**src/rtl/mult_sequencer_pkg.sv**
```systemverilog
`default_nettype none
// ============================================================================
// Module      : mult_sequencer_pkg
// Description : Shared definitions for the sequential signed multiplier:
//               FSM state encoding, operand width, iteration count and a
//               two's-complement magnitude helper.
// Revision    : 1.0 - initial release
// ============================================================================
package mult_sequencer_pkg;

  localparam int c_WIDTH      = 32;
  localparam int c_ITER_COUNT = 32;
  localparam int c_CNT_W      = 5;

  // Last counter value seen in ITER before moving on to FIX.
  localparam logic [c_CNT_W-1:0] c_CNT_LAST = c_CNT_W'(c_ITER_COUNT - 1);

  typedef enum logic [2:0] {
    ST_IDLE = 3'd0,
    ST_LOAD = 3'd1,
    ST_ITER = 3'd2,
    ST_FIX  = 3'd3,
    ST_DONE = 3'd4
  } state_t;

  // Unsigned magnitude of a signed operand. -2^31 maps onto 32'h8000_0000,
  // which is the correct unsigned magnitude, so no overflow handling is needed.
  function automatic logic [c_WIDTH-1:0] f_magnitude(input logic [c_WIDTH-1:0] v);
    return v[c_WIDTH-1] ? ((~v) + {{(c_WIDTH-1){1'b0}}, 1'b1}) : v;
  endfunction

endpackage : mult_sequencer_pkg
`default_nettype wire

```
**src/rtl/rc_add_sub_32.sv**
```systemverilog
`default_nettype none
// ============================================================================
// Module      : rc_add_sub_32
// Description : 32-bit ripple-carry adder/subtractor.
//               i_a, i_b : operands
//               i_sub    : 0 = a + b, 1 = a - b (b inverted, carry-in = 1)
//               o_sum    : 32-bit result
//               o_cout   : carry out of bit 31
// Revision    : 1.0 - initial release
// ============================================================================
module rc_add_sub_32 (
  input  logic [31:0] i_a,
  input  logic [31:0] i_b,
  input  logic        i_sub,
  output logic [31:0] o_sum,
  output logic        o_cout
);

  logic [32:0] w_c;
  logic [31:0] w_b;

  assign w_c[0] = i_sub;
  assign w_b    = i_b ^ {32{i_sub}};

  generate
    for (genvar gi = 0; gi < 32; gi++) begin : g_bit
      assign o_sum[gi]  = i_a[gi] ^ w_b[gi] ^ w_c[gi];
      assign w_c[gi+1]  = (i_a[gi] & w_b[gi]) | (w_c[gi] & (i_a[gi] ^ w_b[gi]));
    end
  endgenerate

  assign o_cout = w_c[32];

endmodule : rc_add_sub_32
`default_nettype wire

```
**src/rtl/mult_sequencer.sv**
```systemverilog
`default_nettype none
// ============================================================================
// Module      : mult_sequencer
// Description : Sequential signed 32x32 -> 64 shift-and-add multiplier.
//               Operands are converted to magnitudes, multiplied over 32
//               iterations, then the sign is re-applied.
//   clk          : clock, rising edge
//   rst          : synchronous active-high reset
//   start        : begin a multiply (accepted in IDLE or DONE only)
//   multiplicand : signed operand A, captured on accept
//   multiplier   : signed operand B, captured on accept
//   busy         : high in LOAD, ITER and FIX
//   done         : one-cycle pulse, product valid
//   product      : signed 64-bit result, updated only in FIX
// Revision    : 1.0 - initial release
// ============================================================================
module mult_sequencer
  import mult_sequencer_pkg::*;
#(
  parameter int WIDTH = c_WIDTH
) (
  input  logic                 clk,
  input  logic                 rst,
  input  logic                 start,
  input  logic [WIDTH-1:0]     multiplicand,
  input  logic [WIDTH-1:0]     multiplier,
  output logic                 busy,
  output logic                 done,
  output logic [2*WIDTH-1:0]   product
);

  state_t               r_state;
  state_t               w_next;
  logic [WIDTH-1:0]     r_a;
  logic [WIDTH-1:0]     r_b;
  logic [WIDTH-1:0]     r_mag_a;
  logic [2*WIDTH-1:0]   r_p;
  logic [c_CNT_W-1:0]   r_cnt;
  logic                 r_sign;
  logic                 w_accept;
  logic [WIDTH-1:0]     w_sum;
  logic                 w_cout;
  logic [2*WIDTH-1:0]   w_p_next;

  assign w_accept = start && ((r_state == ST_IDLE) || (r_state == ST_DONE));

  // Upper half of P plus |A|; the carry becomes bit 64 before the shift.
  rc_add_sub_32 u_add (
    .i_a    (r_p[2*WIDTH-1:WIDTH]),
    .i_b    (r_mag_a),
    .i_sub  (1'b0),
    .o_sum  (w_sum),
    .o_cout (w_cout)
  );

  // One shift-and-add step: {carry, P} (after optional add) shifted right by one.
  assign w_p_next = r_p[0] ? {w_cout, w_sum, r_p[WIDTH-1:1]}
                           : {1'b0, r_p[2*WIDTH-1:1]};

  always_comb begin
    w_next = r_state;
    busy   = 1'b0;
    done   = 1'b0;
    case (r_state)
      ST_IDLE: begin
        if (w_accept) w_next = ST_LOAD;
      end
      ST_LOAD: begin
        busy   = 1'b1;
        w_next = ST_ITER;
      end
      ST_ITER: begin
        busy = 1'b1;
        if (r_cnt == c_CNT_LAST) w_next = ST_FIX;
      end
      ST_FIX: begin
        busy   = 1'b1;
        w_next = ST_DONE;
      end
      ST_DONE: begin
        done   = 1'b1;
        w_next = w_accept ? ST_LOAD : ST_IDLE;
      end
      default: w_next = ST_IDLE;
    endcase
  end

  always_ff @(posedge clk) begin
    if (rst) begin
      r_state <= ST_IDLE;
      r_a     <= '0;
      r_b     <= '0;
      r_mag_a <= '0;
      r_p     <= '0;
      r_cnt   <= '0;
      r_sign  <= 1'b0;
      product <= '0;
    end else begin
      r_state <= w_next;
      if (w_accept) begin
        r_a    <= multiplicand;
        r_b    <= multiplier;
        r_sign <= multiplicand[WIDTH-1] ^ multiplier[WIDTH-1];
      end
      case (r_state)
        ST_LOAD: begin
          r_mag_a <= f_magnitude(r_a);
          r_p     <= {{WIDTH{1'b0}}, f_magnitude(r_b)};
          r_cnt   <= '0;
        end
        ST_ITER: begin
          r_p   <= w_p_next;
          r_cnt <= r_cnt + 1'b1;
        end
        ST_FIX: begin
          product <= r_sign ? ((~r_p) + {{(2*WIDTH-1){1'b0}}, 1'b1}) : r_p;
        end
        default: ;
      endcase
    end
  end

endmodule : mult_sequencer
`default_nettype wire

```
**config.mk**
```make
export PLATFORM = sky130hd
export DESIGN_NAME = mult_sequencer
export DESIGN_NICKNAME = d
export VERILOG_FILES = /design/src/rtl/mult_sequencer_pkg.sv /design/src/rtl/rc_add_sub_32.sv /design/src/rtl/mult_sequencer.sv
export SDC_FILE = /design/constraint.sdc
export NUM_CORES = 1
export LEC_CHECK = 0
export CAP_MARGIN = 0
export CORE_MARGIN = 2
export CORE_UTILIZATION = 54
export CTS_CLUSTER_SIZE = 8
export DETAILED_ROUTE_END_ITERATION = 6
export HOLD_SLACK_MARGIN = 0.03
export PLACE_DENSITY = 0.89
export REMOVE_ABC_BUFFERS = 1
export SYNTH_ARGS = -nofsm -noshare
export SYNTH_HDL_FRONTEND = slang
export SYNTH_HIERARCHICAL = 1
export SYNTH_SLANG_ARGS = --single-unit
export TNS_END_PERCENT = 20
```
**constraint.sdc**
```tcl
create_clock -name clk -period 14.4 [get_ports clk]
set_input_delay 4.32 -clock clk [delete_from_list [all_inputs] [get_ports clk]]
set_output_delay 4.32 -clock clk [all_outputs]
set_load 0.03 [all_outputs]
```
Word-level counts from Yosys, hierarchy flattened
Index checks and enable logic that the tools add are counted.
Word-level totals
  output and inout bits: 66
  bits in registers: 233
  word-level logic and storage cells: 198
  input port bits: 67
Operators by class
  muxes and demuxes: 12
  equality and inequality tests: 7
  add/sub/neg operators: 4
  bitwise logic cells: 161
  reductions and logical operators: 6
Operators with widths (count)
  $mux 64: 2
  $pmux 64 s2: 1
  $add 32x1->32 const B: 2
  $add 64x1->64 const B: 1
  $mux 32: 2
  $not 32->32: 2
  $not 64->64: 1
  $xor 1x1->1: 64
  $and 1x1->1: 63
  $or 1x1->1: 31
  $pmux 3 s5: 1
  $pmux 5 s2: 1
  $eq 3x2->1 const B: 2
  $mux 3: 2
  $add 5x1->5 const B: 1
  $eq 5x5->1 const B: 1
  $ne 2x2->1 const B: 2
  $eq 3x1->1 const B: 1
  $eq 3x3->1 const B: 1
  $logic_not 3->1: 1
  $mux 1: 3
  $reduce_or 3->1: 1
  $reduce_and 2->1: 1
  $reduce_bool 2->1: 1
  2 further kinds: 2

Longest topological paths before layout
  depth in word-level cells: 65
  depth in mapped cells: 40
  gate-level depth less buffers: 38

By module
Netlist, hierarchy kept.
Modules (own cells, without submodules)
  mult_sequencer: seq. area each 4664.5 sq um, instances 1, cells each 1368, area each 11422.2 sq um
  rc_add_sub_32: seq. area each 0.0 sq um, instances 1, cells each 129, area each 1216.2 sq um

Least setup slack after synthesis
OpenSTA, ideal clock, no wires.
  path type: register to register
  start: reg r_p[32]
  end: reg r_p[62]
  clock period less this slack: 12.810 ns
  library setup time: 0.128 ns
  required time: 14.272 ns
  slack: 1.590 ns
  cell stages (with the launch flop): 39
  path buffers: 0
  arrival time: 12.682 ns
  cells stage by stage: dfxtp_1 > mux2i_1 > fa_1 > fa_1 > fa_1 > fa_1 > fa_1 > fa_1 > fa_1 > fa_1 > fa_1 > fa_1 > fa_1 > fa_1 > fa_1 > fa_1 > fa_1 > inv_1 > (+3 left out) > fa_1 > fa_1 > fa_1 > fa_1 > fa_1 > fa_1 > fa_1 > fa_1 > fa_1 > fa_1 > fa_1 > fa_1 > fa_1 > inv_1 > fa_1 > mux2_2 > a22oi_1 > nor2_1
Between the ends
  cells in the longest elaborated chain, start to end: 64
RTL lines
  start: declaration: RTL line mult_sequencer.sv:37  | logic [2*WIDTH-1:0] r_p;
  start signal: assignment: RTL line mult_sequencer.sv:108  | r_p <= {{WIDTH{1'b0}}, f_magnitude(r_b)};
  start signal: assignment: RTL line mult_sequencer.sv:112  | r_p <= w_p_next;
  $and 1x1->1 (2 in series): RTL line rc_add_sub_32.sv:28  | assign w_c[gi+1] = (i_a[gi] & w_b[gi]) | (w_c[gi] & (i_a[gi] ^ w_b[gi]));
  $or 1x1->1: RTL line rc_add_sub_32.sv:28
  $and 1x1->1: RTL line rc_add_sub_32.sv:28
  $or 1x1->1: RTL line rc_add_sub_32.sv:28
  $and 1x1->1: RTL line rc_add_sub_32.sv:28
  $or 1x1->1: RTL line rc_add_sub_32.sv:28
  $and 1x1->1: RTL line rc_add_sub_32.sv:28
  $or 1x1->1: RTL line rc_add_sub_32.sv:28
  (+48 left out)
  $and 1x1->1: RTL line rc_add_sub_32.sv:28
  $or 1x1->1: RTL line rc_add_sub_32.sv:28
  $and 1x1->1: RTL line rc_add_sub_32.sv:28
  $or 1x1->1: RTL line rc_add_sub_32.sv:28
  $xor 1x1->1: RTL line rc_add_sub_32.sv:27  | assign o_sum[gi] = i_a[gi] ^ w_b[gi] ^ w_c[gi];
  net w_sum[31]: RTL line mult_sequencer.sv:41  | logic [WIDTH-1:0] w_sum;
  $mux 64: RTL line mult_sequencer.sv:57  | assign w_p_next = r_p[0] ? {w_cout, w_sum, r_p[WIDTH-1:1]}
  $pmux 64 s2: RTL line mult_sequencer.sv:105  | case (r_state)
The timed path passes the listed nets, and every way through them passes these cells.
A chain may end at the register's enable or synchronous reset.

Worst setup path after layout
Same ends and word-level chain as after synthesis.

==> summary.md <==
| Metric | Value |
|---|---|
| Most common cell after layout, fill and taps aside | dfxtp_1 |
| # port buffers | 132 |
| Final instance area | between 10000 and 15000 um^2 |
| Root Driver | clkbuf_16 |
| Top FF cell, synth | dfxtp_1 |
| Clock tree sinks | around 230 |
| Core Region | 22800 um^2 |
| Total placed cells including tap cells | around 1800 |
| CTS buffer count | 35 |
| Bufs on Longest Clock Path | 3 |
| RSZ-0062 raised after global routing | false |
| Max-Slew Margin vs Limit | just over 40% |
| TritonCTS clock tree | built |
| Final setup violation count | 0 |
| Setup_tns | 0 ns |
| CP delay by family, top | adder cells |
| Largest area contributor in the netlist | dfxtp_1 |
| DPL Wire Length | about 21000 um |
| Cell count after synthesis | about 1500 |
| Slowest-stage cell, CP | dfxtp_1 |
| Die Ht | between 150 and 200 um |
| Seq/Total Area, Yosys | 36.9% |
| Fin crit share | 94.3% |
| Drt first pass iters | 5 |
| Slew Viols, Final | 0 |
| CP bufs+invs | 3 |
| Number of global-route vias before repair | between 10000 and 15000 |
| Synthesized cell area | between 10000 and 15000 um^2 |
| Yosys warning total | 6 |
| Drt via density | 5.86 |
| Outcome | completed |
| Total track usage | 25.1% |
| Per-cell routed wire length | roughly 17 um |
| Yosys reg bits | around 230 |
| PwrDens | about 120 nW/um^2 |
| FFs w/ async S/R, synth | 0% |
| GRT Residual Overflow | 0 |
| Max Clock Skew | between 0.015 and 0.02 ns |
| Initial antenna violation count | 0 |
| N_diodes | 0 |
| Via count | between 10000 and 15000 |
| Critical Path RT | between 10 and 15 ns |
| Post-route ant nets | 0 |
| Syn Area/Cell | between 8 and 9 um^2 |
| Netlist cell types | 70 |
| CP Capture Type | register |
| CTS HTree Levels | 2 |
| Ports | 133 |
| Most numerous cell on the critical path | fa_1 |
| Starting Density | about 55% |
| CP Launch Type | register |
| CP arrival | about 14 ns |
| Synth-to-Final Area Change | 18.0% |
| Placer congestion estimate | 0.891 |
| Global-route track usage on met1 | between 30% and 40% |
| Leak | between 5 and 6 nW |
| Number of fill cells | between 1500 and 2000 |
| Die X | approximately 160 um |
| Busiest grt layer | met2 |
| Number of enable flip-flop cells after synthesis | 0 |
| Die footprint | approximately 25000 um^2 |
| Nets | about 1700 |
| Top cells by area, synth | dfxtp_1 (37%), nand2_1 (5.5%), xor2_1 (5.1%), fa_1 (4.9%), a211oi_1 (4.8%) |
| Slowest stage delay, CP | around 0.56 ns |
| Most frequent cells in the layout | dfxtp_1 (233), nand2_1 (183), nor2_1 (154) |
| Met2 Track Usage GR | 39.9% |
| Setup CP Type | register to register |
| Share of cells above drive strength 1 | 7.48% |
| MaxCap Viol Count | 0 |
| Highest clock rate | between 0.07 and 0.08 GHz |
| Post-CTS setup repair buffer count | 0 |
| Met3 Use GR | under 10% |
| Hold WC Path Type | register to register |
| DRC Markers | 0 |
| Cell row count | 55 |
| Clk_lat worst skew | around 0.51 ns |
| First-pass GRT wire length | between 50000 and 60000 um |
| Final Routed Wirelength | 31300 um |
| Worst-Margin Slew | approximately 0.9 ns |
| CTS Hold Buffers Added | 0 |
| Largest net degree at the start of global routing | 84 |
| Final hold vios | 0 |
| Fin cells | between 1500 and 2000 |
| Clk pin slew, worst setup/hold paths | roughly 0.050 ns |
| Final Critical Period | about 14 ns |
| Initial DRC count | around 950 |
| Max rail drop VDD | ~0.000084 V |
| Synth top area share | about 37% |
| DP Area | about 14000 um^2 |
| CTS-repair resized insts | 0 |
| Worst-path fanout max | 10 |
-- power by group --
part / leakage [nW] / switching (mW) / internal (mW)
Clock: 0.460 / 0.272 / 0.440
Sequential: 1.89 / 0.0382 / 0.677
Combinational: 2.95 / 0.221 / 0.143
-- state kept, by name, indices dropped and copies added, names as in the netlist --
register	flops
product	64
r_a	32
r_b	32
r_cnt	5
r_mag_a	32
r_p	64
r_sign	1
r_state	3
-- logic make-up after synthesis --
kind of cell / synth area share (%)
buffers and inverters: 5.90
DFF: 36.9
xor gates and xnor gates: 9.41
AOI/OAI and AO/OA: 20.4
other: 0.0297
adders and majority gates: 5.41
and+or+nand+nor: 17.9
muxes: 4.05
-- worst register-to-register path, delay by kind of cell (launching register included) --
kind | cells | cell delay [ns]
multiplexers | 2 | 0.46
flip-flops | 1 | 0.56
adder cells (fa/ha/maj) | 31 | 12.01
AND/OR/NAND/NOR | 1 | 0.05
AO/OA/AOI/OAI | 1 | 0.15
buffers and inverters | 3 | 0.20
-- cell type report --
type                    count  area, um^2  share of cell area [%]
well taps                 313         392                    2.63
inverters                  71         267                    1.79
clock inverters             3        33.8                   0.227
multi-input cells        1079        7250                    48.6
repair buffers            142        1400                    9.37
clock buffers              37         905                    6.07
flip-flops and latches    233        4660                    31.3
-- worst paths after layout --
| check | slack (ns) | from | to | cells after the start |
|---|---|---|---|---|
| setup / recovery | 0.82 | r_p[32] | r_p[62] | 38 |
| hold / removal | 0.47 | r_cnt[3] | r_cnt[3] | 2 |
| setup reg to reg | 0.82 | r_p[32] | r_p[62] | 38 |
| hold reg to reg | 0.47 | r_cnt[3] | r_cnt[3] | 2 |
-- per-layer routing --
| layer | wire, um | share of wire (%) | vias to the layer above |
|---|---|---|---|
| met2 | 14200 | 45 | 437 |
| met4 | 586 | 1.9 | 0 |
| met5 | 0 | 0 | - |
| met1 | 14000 | 45 | 5114 |
| li1 | - | - | 5389 |
| met3 | 2460 | 7.9 | 56 |
-- Yosys cell counts, drive strengths merged (7+ instances only) --
cell type and count:
nor4 21, o41ai 17, mux2i 14, or3 17, o31ai 26, a211oi 80
o21ai 35, nand3 13, fa 31, xor2 73, dfxtp 233, nand2 184
buf 21, inv 70, o22ai 25, nor3 22, clkbuf 93, and3 15
mux2 33, xnor2 61, a31oi 7, nor2 155, or4 13, a21oi 105
a22oi 61
-- through the flow --
| stage | worst slack [ns] | total power [mW] | utilization [%] | hold WS, ns |
|---|---|---|---|---|
| 5_1_grt | 0.492 | 1.86 | 65.5 | 0.482 |
| 4_1_cts | 0.979 | 1.80 | 65.5 | 0.468 |
| 2_1_floorplan | 1.58 | 0.971 | - | 0.442 |
| 6_report | 0.817 | 1.79 | 65.5 | 0.467 |
| 3_5_place_dp | 1.07 | 1.08 | 61.3 | 0.452 |
| 3_3_place_gp | 1.28 | 1.07 | 61.3 | 0.445 |
Note: power is estimated with default switching activity, not from simulation.
